[src/rtl/id_ex_hazard_stage.sv]
// ID->EX boundary of the 5-stage RV32I pipeline.
// Detects load-use / RAW hazards, stalls IF/ID, injects bubbles into ID/EX,
// and sequences the ECALL (x17==10) halt: drain EX/MEM/WB, then raise is_halted.
// Optional build macro: FORWARDING_EN -- when defined, only load-use stalls;
// when undefined, any pending writer in EX/MEM/WB of a read source stalls.
module id_ex_hazard_stage #(
    parameter int XLEN         = 32,
    parameter int DRAIN_CYCLES = 3
) (
    input  logic            clk,
    input  logic            reset,
    input  logic            id_valid,
    input  logic            id_mem_read,
    input  logic            id_mem_to_reg,
    input  logic            id_mem_write,
    input  logic            id_alu_src,
    input  logic            id_write_enable,
    input  logic            id_is_ecall,
    input  logic            id_uses_rs1,
    input  logic            id_uses_rs2,
    input  logic [4:0]      id_rs1,
    input  logic [4:0]      id_rs2,
    input  logic [4:0]      id_rd,
    input  logic [XLEN-1:0] id_rs1_data,
    input  logic [XLEN-1:0] id_rs2_data,
    input  logic [XLEN-1:0] id_imm,
    input  logic [XLEN-1:0] id_pc,
    input  logic [XLEN-1:0] id_x17_data,
    input  logic [4:0]      mem_rd,
    input  logic [4:0]      wb_rd,
    input  logic            mem_we,
    input  logic            wb_we,
    output logic            stall,
    output logic            ex_valid,
    output logic            ex_mem_read,
    output logic            ex_mem_to_reg,
    output logic            ex_mem_write,
    output logic            ex_alu_src,
    output logic            ex_write_enable,
    output logic [4:0]      ex_rs1,
    output logic [4:0]      ex_rs2,
    output logic [4:0]      ex_rd,
    output logic [XLEN-1:0] ex_rs1_data,
    output logic [XLEN-1:0] ex_rs2_data,
    output logic [XLEN-1:0] ex_imm,
    output logic [XLEN-1:0] ex_pc,
    output logic            is_halted
);

    localparam int CW = (DRAIN_CYCLES > 1) ? $clog2(DRAIN_CYCLES) : 1;

    typedef enum logic [1:0] {RUN, DRAIN, HALTED} state_t;

    state_t        state, state_nxt;
    logic [CW-1:0] cnt, cnt_nxt;

    // ECALL implicitly reads x17 through the rs1 port for hazard purposes.
    logic [4:0] src1;
    logic       use1;
    logic       hazard_ld, hazard_x17, hazard_raw, hazard;
    logic       halt_req, load_id;

    assign src1 = id_is_ecall ? 5'd17 : id_rs1;
    assign use1 = id_is_ecall | id_uses_rs1;

    // A read source collides with a live writer of the same non-zero register.
    function automatic logic hit(input logic used, input logic [4:0] src,
                                 input logic wr, input logic [4:0] rd);
        return used & wr & (rd != 5'd0) & (src == rd);
    endfunction

    // Hazard detection: load-use always, x17 producer for ECALL, and the
    // full RAW scoreboard only when values are not forwarded.
    always_comb begin
        hazard_ld  = id_valid & ex_valid & ex_mem_read &
                     (hit(use1, src1, 1'b1, ex_rd) | hit(id_uses_rs2, id_rs2, 1'b1, ex_rd));
        hazard_x17 = id_valid & id_is_ecall & ex_valid & ex_write_enable & (ex_rd == 5'd17);
`ifdef FORWARDING_EN
        hazard_raw = 1'b0;
`else
        hazard_raw = id_valid &
                     (hit(use1, src1, ex_valid & ex_write_enable, ex_rd) |
                      hit(id_uses_rs2, id_rs2, ex_valid & ex_write_enable, ex_rd) |
                      hit(use1, src1, mem_we, mem_rd) |
                      hit(id_uses_rs2, id_rs2, mem_we, mem_rd) |
                      hit(use1, src1, wb_we, wb_rd) |
                      hit(id_uses_rs2, id_rs2, wb_we, wb_rd));
`endif
        hazard = hazard_ld | hazard_x17 | hazard_raw;
    end

    // ECALL only commits when it actually leaves ID this cycle.
    assign halt_req = id_valid & id_is_ecall & ~stall & (id_x17_data == XLEN'(10));
    // ECALL itself never enters EX; it becomes a bubble.
    assign load_id  = id_valid & ~stall & ~id_is_ecall;

    // Halt FSM state and drain counter.
    always_ff @(posedge clk or posedge reset) begin
        if (reset) begin
            state <= RUN;
            cnt   <= '0;
        end else begin
            state <= state_nxt;
            cnt   <= cnt_nxt;
        end
    end

    // Halt FSM next state: RUN -> DRAIN on a committed halting ECALL, count down, then stick.
    always_comb begin
        state_nxt = state;
        cnt_nxt   = cnt;
        case (state)
            RUN: if (halt_req) begin
                state_nxt = DRAIN;
                cnt_nxt   = CW'(DRAIN_CYCLES - 1);
            end
            DRAIN: if (cnt == '0) state_nxt = HALTED;
                   else           cnt_nxt   = cnt - 1'b1;
            HALTED: state_nxt = HALTED;
            default: state_nxt = RUN;
        endcase
    end

    // Halt FSM outputs: any non-RUN state freezes the front end.
    always_comb begin
        stall     = hazard | (state != RUN);
        is_halted = (state == HALTED);
    end

    // ID/EX register: take the ID instruction or insert a bubble (data held).
    always_ff @(posedge clk or posedge reset) begin
        if (reset) begin
            ex_valid        <= 1'b0;
            ex_mem_read     <= 1'b0;
            ex_mem_to_reg   <= 1'b0;
            ex_mem_write    <= 1'b0;
            ex_alu_src      <= 1'b0;
            ex_write_enable <= 1'b0;
            ex_rs1          <= '0;
            ex_rs2          <= '0;
            ex_rd           <= '0;
            ex_rs1_data     <= '0;
            ex_rs2_data     <= '0;
            ex_imm          <= '0;
            ex_pc           <= '0;
        end else if (load_id) begin
            ex_valid        <= 1'b1;
            ex_mem_read     <= id_mem_read;
            ex_mem_to_reg   <= id_mem_to_reg;
            ex_mem_write    <= id_mem_write;
            ex_alu_src      <= id_alu_src;
            ex_write_enable <= id_write_enable;
            ex_rs1          <= id_rs1;
            ex_rs2          <= id_rs2;
            ex_rd           <= id_rd;
            ex_rs1_data     <= id_rs1_data;
            ex_rs2_data     <= id_rs2_data;
            ex_imm          <= id_imm;
            ex_pc           <= id_pc;
        end else begin
            ex_valid        <= 1'b0;
            ex_mem_read     <= 1'b0;
            ex_mem_to_reg   <= 1'b0;
            ex_mem_write    <= 1'b0;
            ex_alu_src      <= 1'b0;
            ex_write_enable <= 1'b0;
        end
    end

endmodule

[config.mk]
export PLATFORM = sky130hd
export DESIGN_NAME = id_ex_hazard_stage
export DESIGN_NICKNAME = d
export VERILOG_FILES = /design/src/rtl/id_ex_hazard_stage.sv
export SDC_FILE = /design/constraint.sdc
export NUM_CORES = 1
export LEC_CHECK = 0
export ABC_AREA = 0
export CORE_MARGIN = 2
export CORE_UTILIZATION = 30
export DETAILED_ROUTE_END_ITERATION = 16
export PLACE_DENSITY = 0.64
export SYNTH_ARGS = -nofsm -noshare
export SYNTH_HDL_FRONTEND = slang
export SYNTH_SLANG_ARGS = --single-unit
export TNS_END_PERCENT = 20
[constraint.sdc]
create_clock -name clk -period 8 [get_ports clk]
set_input_delay 1.2 -clock clk [delete_from_list [all_inputs] [get_ports clk]]
set_output_delay 1.2 -clock clk [all_outputs]
set_load 0.01 [all_outputs]
After elaboration in Yosys (flattened, before gate mapping)
Index checks and enable logic that the tools add are counted.

Add/subtract/negate cells: 1. Mux-type cells: 13. Reductions and logical operators: 9. Eq/ne operators: 13. Bitwise logic cells: 47.

Operators with widths (count): 1-bit bitwise AND (35); 32-bit by 4-bit == test with 1-bit output, second input constant (1); 5-bit == test (6); 5-bit nonzero test (3); 1-bit OR (10); 2-bit two-way mux (4); 1-bit two-way mux (6); 2-bit != test, second input constant (3); 2-bit case mux with 3 select lines (1); 5-bit == test, second input constant (1); 5-bit two-way mux (1); 2-bit zero test (2); 2-bit case mux with 2 select lines (1); 2-bit nonzero test (2); 3-bit AND reduction (1); 2-bit by 1-bit == test with 1-bit output, second input constant (1); 2-bit == test, second input constant (1); 1-bit NOT (2); 2-bit AND reduction (1); 2-bit by 1-bit subtractor with 2-bit output, second input constant (1).

Register bits: 153. Output and inout port bits: 151.

Longest topological paths before layout
Word-level depth: 17. Depth in mapped cells: 12.

Worst setup path before layout
OpenSTA, ideal clock, no wires.

Path type: input to output. Start point: input port id_is_ecall. End point: output port stall. Stages: 7. Required time: 6.800 ns. Buffers on the path: 1. Arrival time: 2.465 ns. Slack: 4.335 ns. Cell sequence: buf_6 nor4_1 nand2b_1 a311o_1 a21oi_2 nor3_2 o21ai_0.

Cells in the longest elaborated chain, start to end: 12.

RTL lines: from (decl) (RTL line 18) `input logic id_is_ecall,`; 1-bit OR (RTL line 64) `assign use1 = id_is_ecall | id_uses_rs1;`; 1-bit bitwise AND (3 in series) (RTL line 69) `return used & wr & (rd != 5'd0) & (src == rd);`; 1-bit OR (RTL line 82) `(hit(use1, src1, ex_valid & ex_write_enable, ex_rd) |`; 1-bit OR (RTL line 83) `hit(id_uses_rs2, id_rs2, ex_valid & ex_write_enable, ex_rd) |`; 1-bit OR (RTL line 84) `hit(use1, src1, mem_we, mem_rd) |`; 1-bit OR (RTL line 85) `hit(id_uses_rs2, id_rs2, mem_we, mem_rd) |`; 1-bit OR (RTL line 86) `hit(use1, src1, wb_we, wb_rd) |`; 1-bit bitwise AND (RTL line 81) `hazard_raw = id_valid &`; 1-bit OR * (RTL line 89) `hazard = hazard_ld | hazard_x17 | hazard_raw;`; 1-bit OR * (RTL line 126) `stall = hazard | (state != RUN);`; to (decl) (RTL line 33) `output logic stall,`.

Mark *: on every way between the ends. The rest lies on a longest branch, timed or not.

Worst setup path after layout
Same ends and word-level chain as after synthesis.

==> summary.txt <==
STA
  – Slew of the pin with the lowest slew margin: 1280 ps
  – Final setup viols: 0
  – Min Tclk post-route: 4970 ps
  – F_max: ~0.20 GHz
  – Final hold vios: 0
  – Worst hold slack: 505 ps
  – Worst clock skew: 16.0 ps
  – Setup TNS: 0 ps
  – Unrepaired setup endpoints after global routing: no
  – Slew HR: 14.8%
  – Number of slew-limit violations in the final report: 0
  – Tcrit/Tclk final: about 62%

Place
  – Post-placement cell area: 0.0107 mm2
  – Post-DP HPWL: between 10000 and 15000 um
  – Port buffer count: between 300 and 400
  – Gpl congestion: between 0.8 and 0.9

Clocking
  – Reg clk slew, reported paths: ~60 ps
  – Sink Count: approximately 150
  – Clock root cell: clkbuf_16
  – Max clock buf depth: 2
  – Later-pin clock latency in the skew report: 420 ps
  – Htree depth: 4
  – CTS Hold Buffers Added: 0
  – Postcts setup bufs: 0
  – CTS buffer count: 17
  – Post-CTS Resized: 0
  – CTS tree: done

Logic synthesis
  – Yosys warns: 0
  – Yosys cell types: 44
  – Ys flop type: dfrtp_1
  – Mean post-synth cell area: 15.5 um2
  – Seq/Total Area, Yosys: a little over half
  – Yosys reg bits: 153
  – Ys async rst share: 100%
  – Post-synth EDFFs: 0
  – Cell count after synthesis: roughly 460
  – Syn Nets: 659
  – Netlist Area Pre-Place: 0.00709 mm2

Setup path
  – CP Cell Sequence: clkdlybuf4s50_1 -> nor4bb_1 -> a41oi_1 -> a311o_1 -> a21oi_2 -> nor3_2 -> o21ai_0 -> clkdlybuf4s50_1
  – Startpoint Class: input pin
  – Critical path peak fanout: 18
  – Most numerous cell on the critical path: clkdlybuf4s50_1
  – Crit path largest cell delay: 830 ps
  – Critical path type: in -> out
  – R2R Setup Slk: 4620 ps
  – CP Buf/Inv Count: 2
  – Crit path DAT: 3770 ps
  – CP endpoint kind: output pin
  – Crit path max-delay family: buffers and inverters
  – FF-to-FF Start: ex_rd[4]
  – CP max-delay cell: clkdlybuf4s50_1
  – R2R depth: 8
  – Critical Path RT: 6800 ps
  – R2r endpoint: ex_pc[17]

Drt
  – Initial drt markers: slightly below 200
  – DR WL/cell: 17.3 um
  – Final WL: 19600 um
  – Post-DRT Antenna Nets: 0
  – Pre-Repair DR Iteration Count: 5
  – Via Count: 5001
  – Vias per Instance: 4.41
  – DR DRC count: 0

Layout
  – Most common cell after layout, fill and taps aside: clkdlybuf4s50_1
  – Nets@finish: 1005
  – Most frequent cells in the layout: clkdlybuf4s50_1, dfrtp_1, mux2_4
  – Utilization after layout: between 40% and 50%
  – Synth-to-layout area growth: 58.9%
  – Final instance area: 0.0113 mm2
  – Layout cell share with drive strength beyond 1: a little under a quarter
  – # diodes: 0

Power and ir drop
  – Pwr Density: 222 mW/mm2
  – P_int: ~1800 uW
  – Leak Pwr: 0.00471 uW
  – Peak supply drop: 0.000144 V
  – Total power: roughly 2500 uW
  – Combinational power share: 29.1%
  – Reg power frac: between 30% and 40%
  – Clock network power share: 31.3%
  – Switch Pwr: 689 uW
  – Switch share: between 20 and 30%

Hold path
  – WHS Endpoint: ex_rs1_data[18]
  – Hold crit path type: reg -> reg
  – WHS Path Cells: 1
  – Hold_sp: ex_rs1_data[18]

Die
  – Rows: 56
  – Die area: roughly 0.025 mm2
  – Die Y: 158 um
  – Starting Density: 30.4%
  – Io pins: 349
  – Core area: 0.0233 mm2
  – Die X: 158 um

Global route
  – GRT Total Usage: 15.4%
  – Initial antenna violation count: 0
  – Vias in the first global route: 5292
  – First-pass GRT wire length: 29300 um
  – Grt total ovfl: 0
  – Pin count of the biggest net entering global routing: 150

Outcome
  – Status: completed

Job
  – Max cap viols: 0
==> area by class of cell <==
cell class,instances,area (um2)
fillers,2129,12100
flip-flops and latches,153,3830
repair buffers,350,3510
multi-input cells,273,2920
clock buffers,18,439
well taps,319,399
clock inverters,14,133
inverters,7,31.3
==> worst max-delay path by stage <==
stage               cells after the start  slack [ps]  endpoint        start
floorplan                               1        2680    cnt[0]        reset
global placement                        8        3090     stall  id_is_ecall
detailed placement                      8        3060     stall  id_is_ecall
CTS                                     8        3060     stall  id_is_ecall
global route                            8        2830     stall  id_is_ecall
finish                                  8        3030     stall  id_is_ecall
==> synthesized netlist by cell type (all sizes together), types with 2 or more instances <==
| cell | n | area share (%) |
|---|---|---|
| and4 | 2 | 0.25 |
| and2 | 5 | 0.44 |
| buf | 23 | 4.4 |
| nor3 | 5 | 0.42 |
| nand3 | 6 | 0.42 |
| ha | 5 | 0.88 |
| nand2b | 7 | 0.62 |
| a21oi | 5 | 0.41 |
| nor2 | 13 | 0.69 |
| nand2 | 5 | 0.26 |
| mux2 | 145 | 29 |
| nand4 | 3 | 0.26 |
| inv | 7 | 0.37 |
| nand3b | 2 | 0.21 |
| nor2b | 7 | 0.72 |
| o21ai | 6 | 0.42 |
| xor2 | 12 | 1.5 |
| dfrtp | 153 | 54 |
| a32o | 2 | 0.28 |
| a311o | 2 | 0.28 |
| o2111ai | 2 | 0.25 |
| nor4 | 12 | 1.1 |
| nor4bb | 3 | 0.42 |
| xnor2 | 9 | 1.1 |
| or4 | 2 | 0.21 |
| nand4b | 2 | 0.25 |
==> kinds of logic (layout without fill, tap and decap cells) <==
family,after synthesis,in the layout,synth area share (%)
buffers and inverters,30,389,4.82
adders and majority gates,5,5,0.883
xor gates and xnor gates,21,21,2.60
DFF,153,153,54.0
AOI/OAI and AO/OA,24,24,2.42
and+or+nand+nor,78,78,6.71
muxes,145,145,28.5
==> stage by stage <==
stage | setup WS, ps | std cells
2_1_floorplan | 2680 | 456
3_3_place_gp | 3090 | 1102
3_5_place_dp | 3060 | 1102
4_1_cts | 3060 | 1134
5_1_grt | 2830 | 1134
6_report | 3030 | 1134
==> power by group through the flow <==
stage	logic [uW]	clock network, uW	registers (uW)
2_1_floorplan	258	0	1060
3_3_place_gp	731	0	1000
3_5_place_dp	736	0	1000
4_1_cts	738	810	994
5_1_grt	770	849	1010
6_report	728	784	991
==> metal layers <==
layer	track usage, %	share of wire (%)	vias up
li1	-	-	2316
met1	18.5	41	2460
met2	25.9	49	217
met3	5.80	8.9	8
met4	3.94	0.84	0
met5	0	0	-
(Power assumes the default switching activity.)
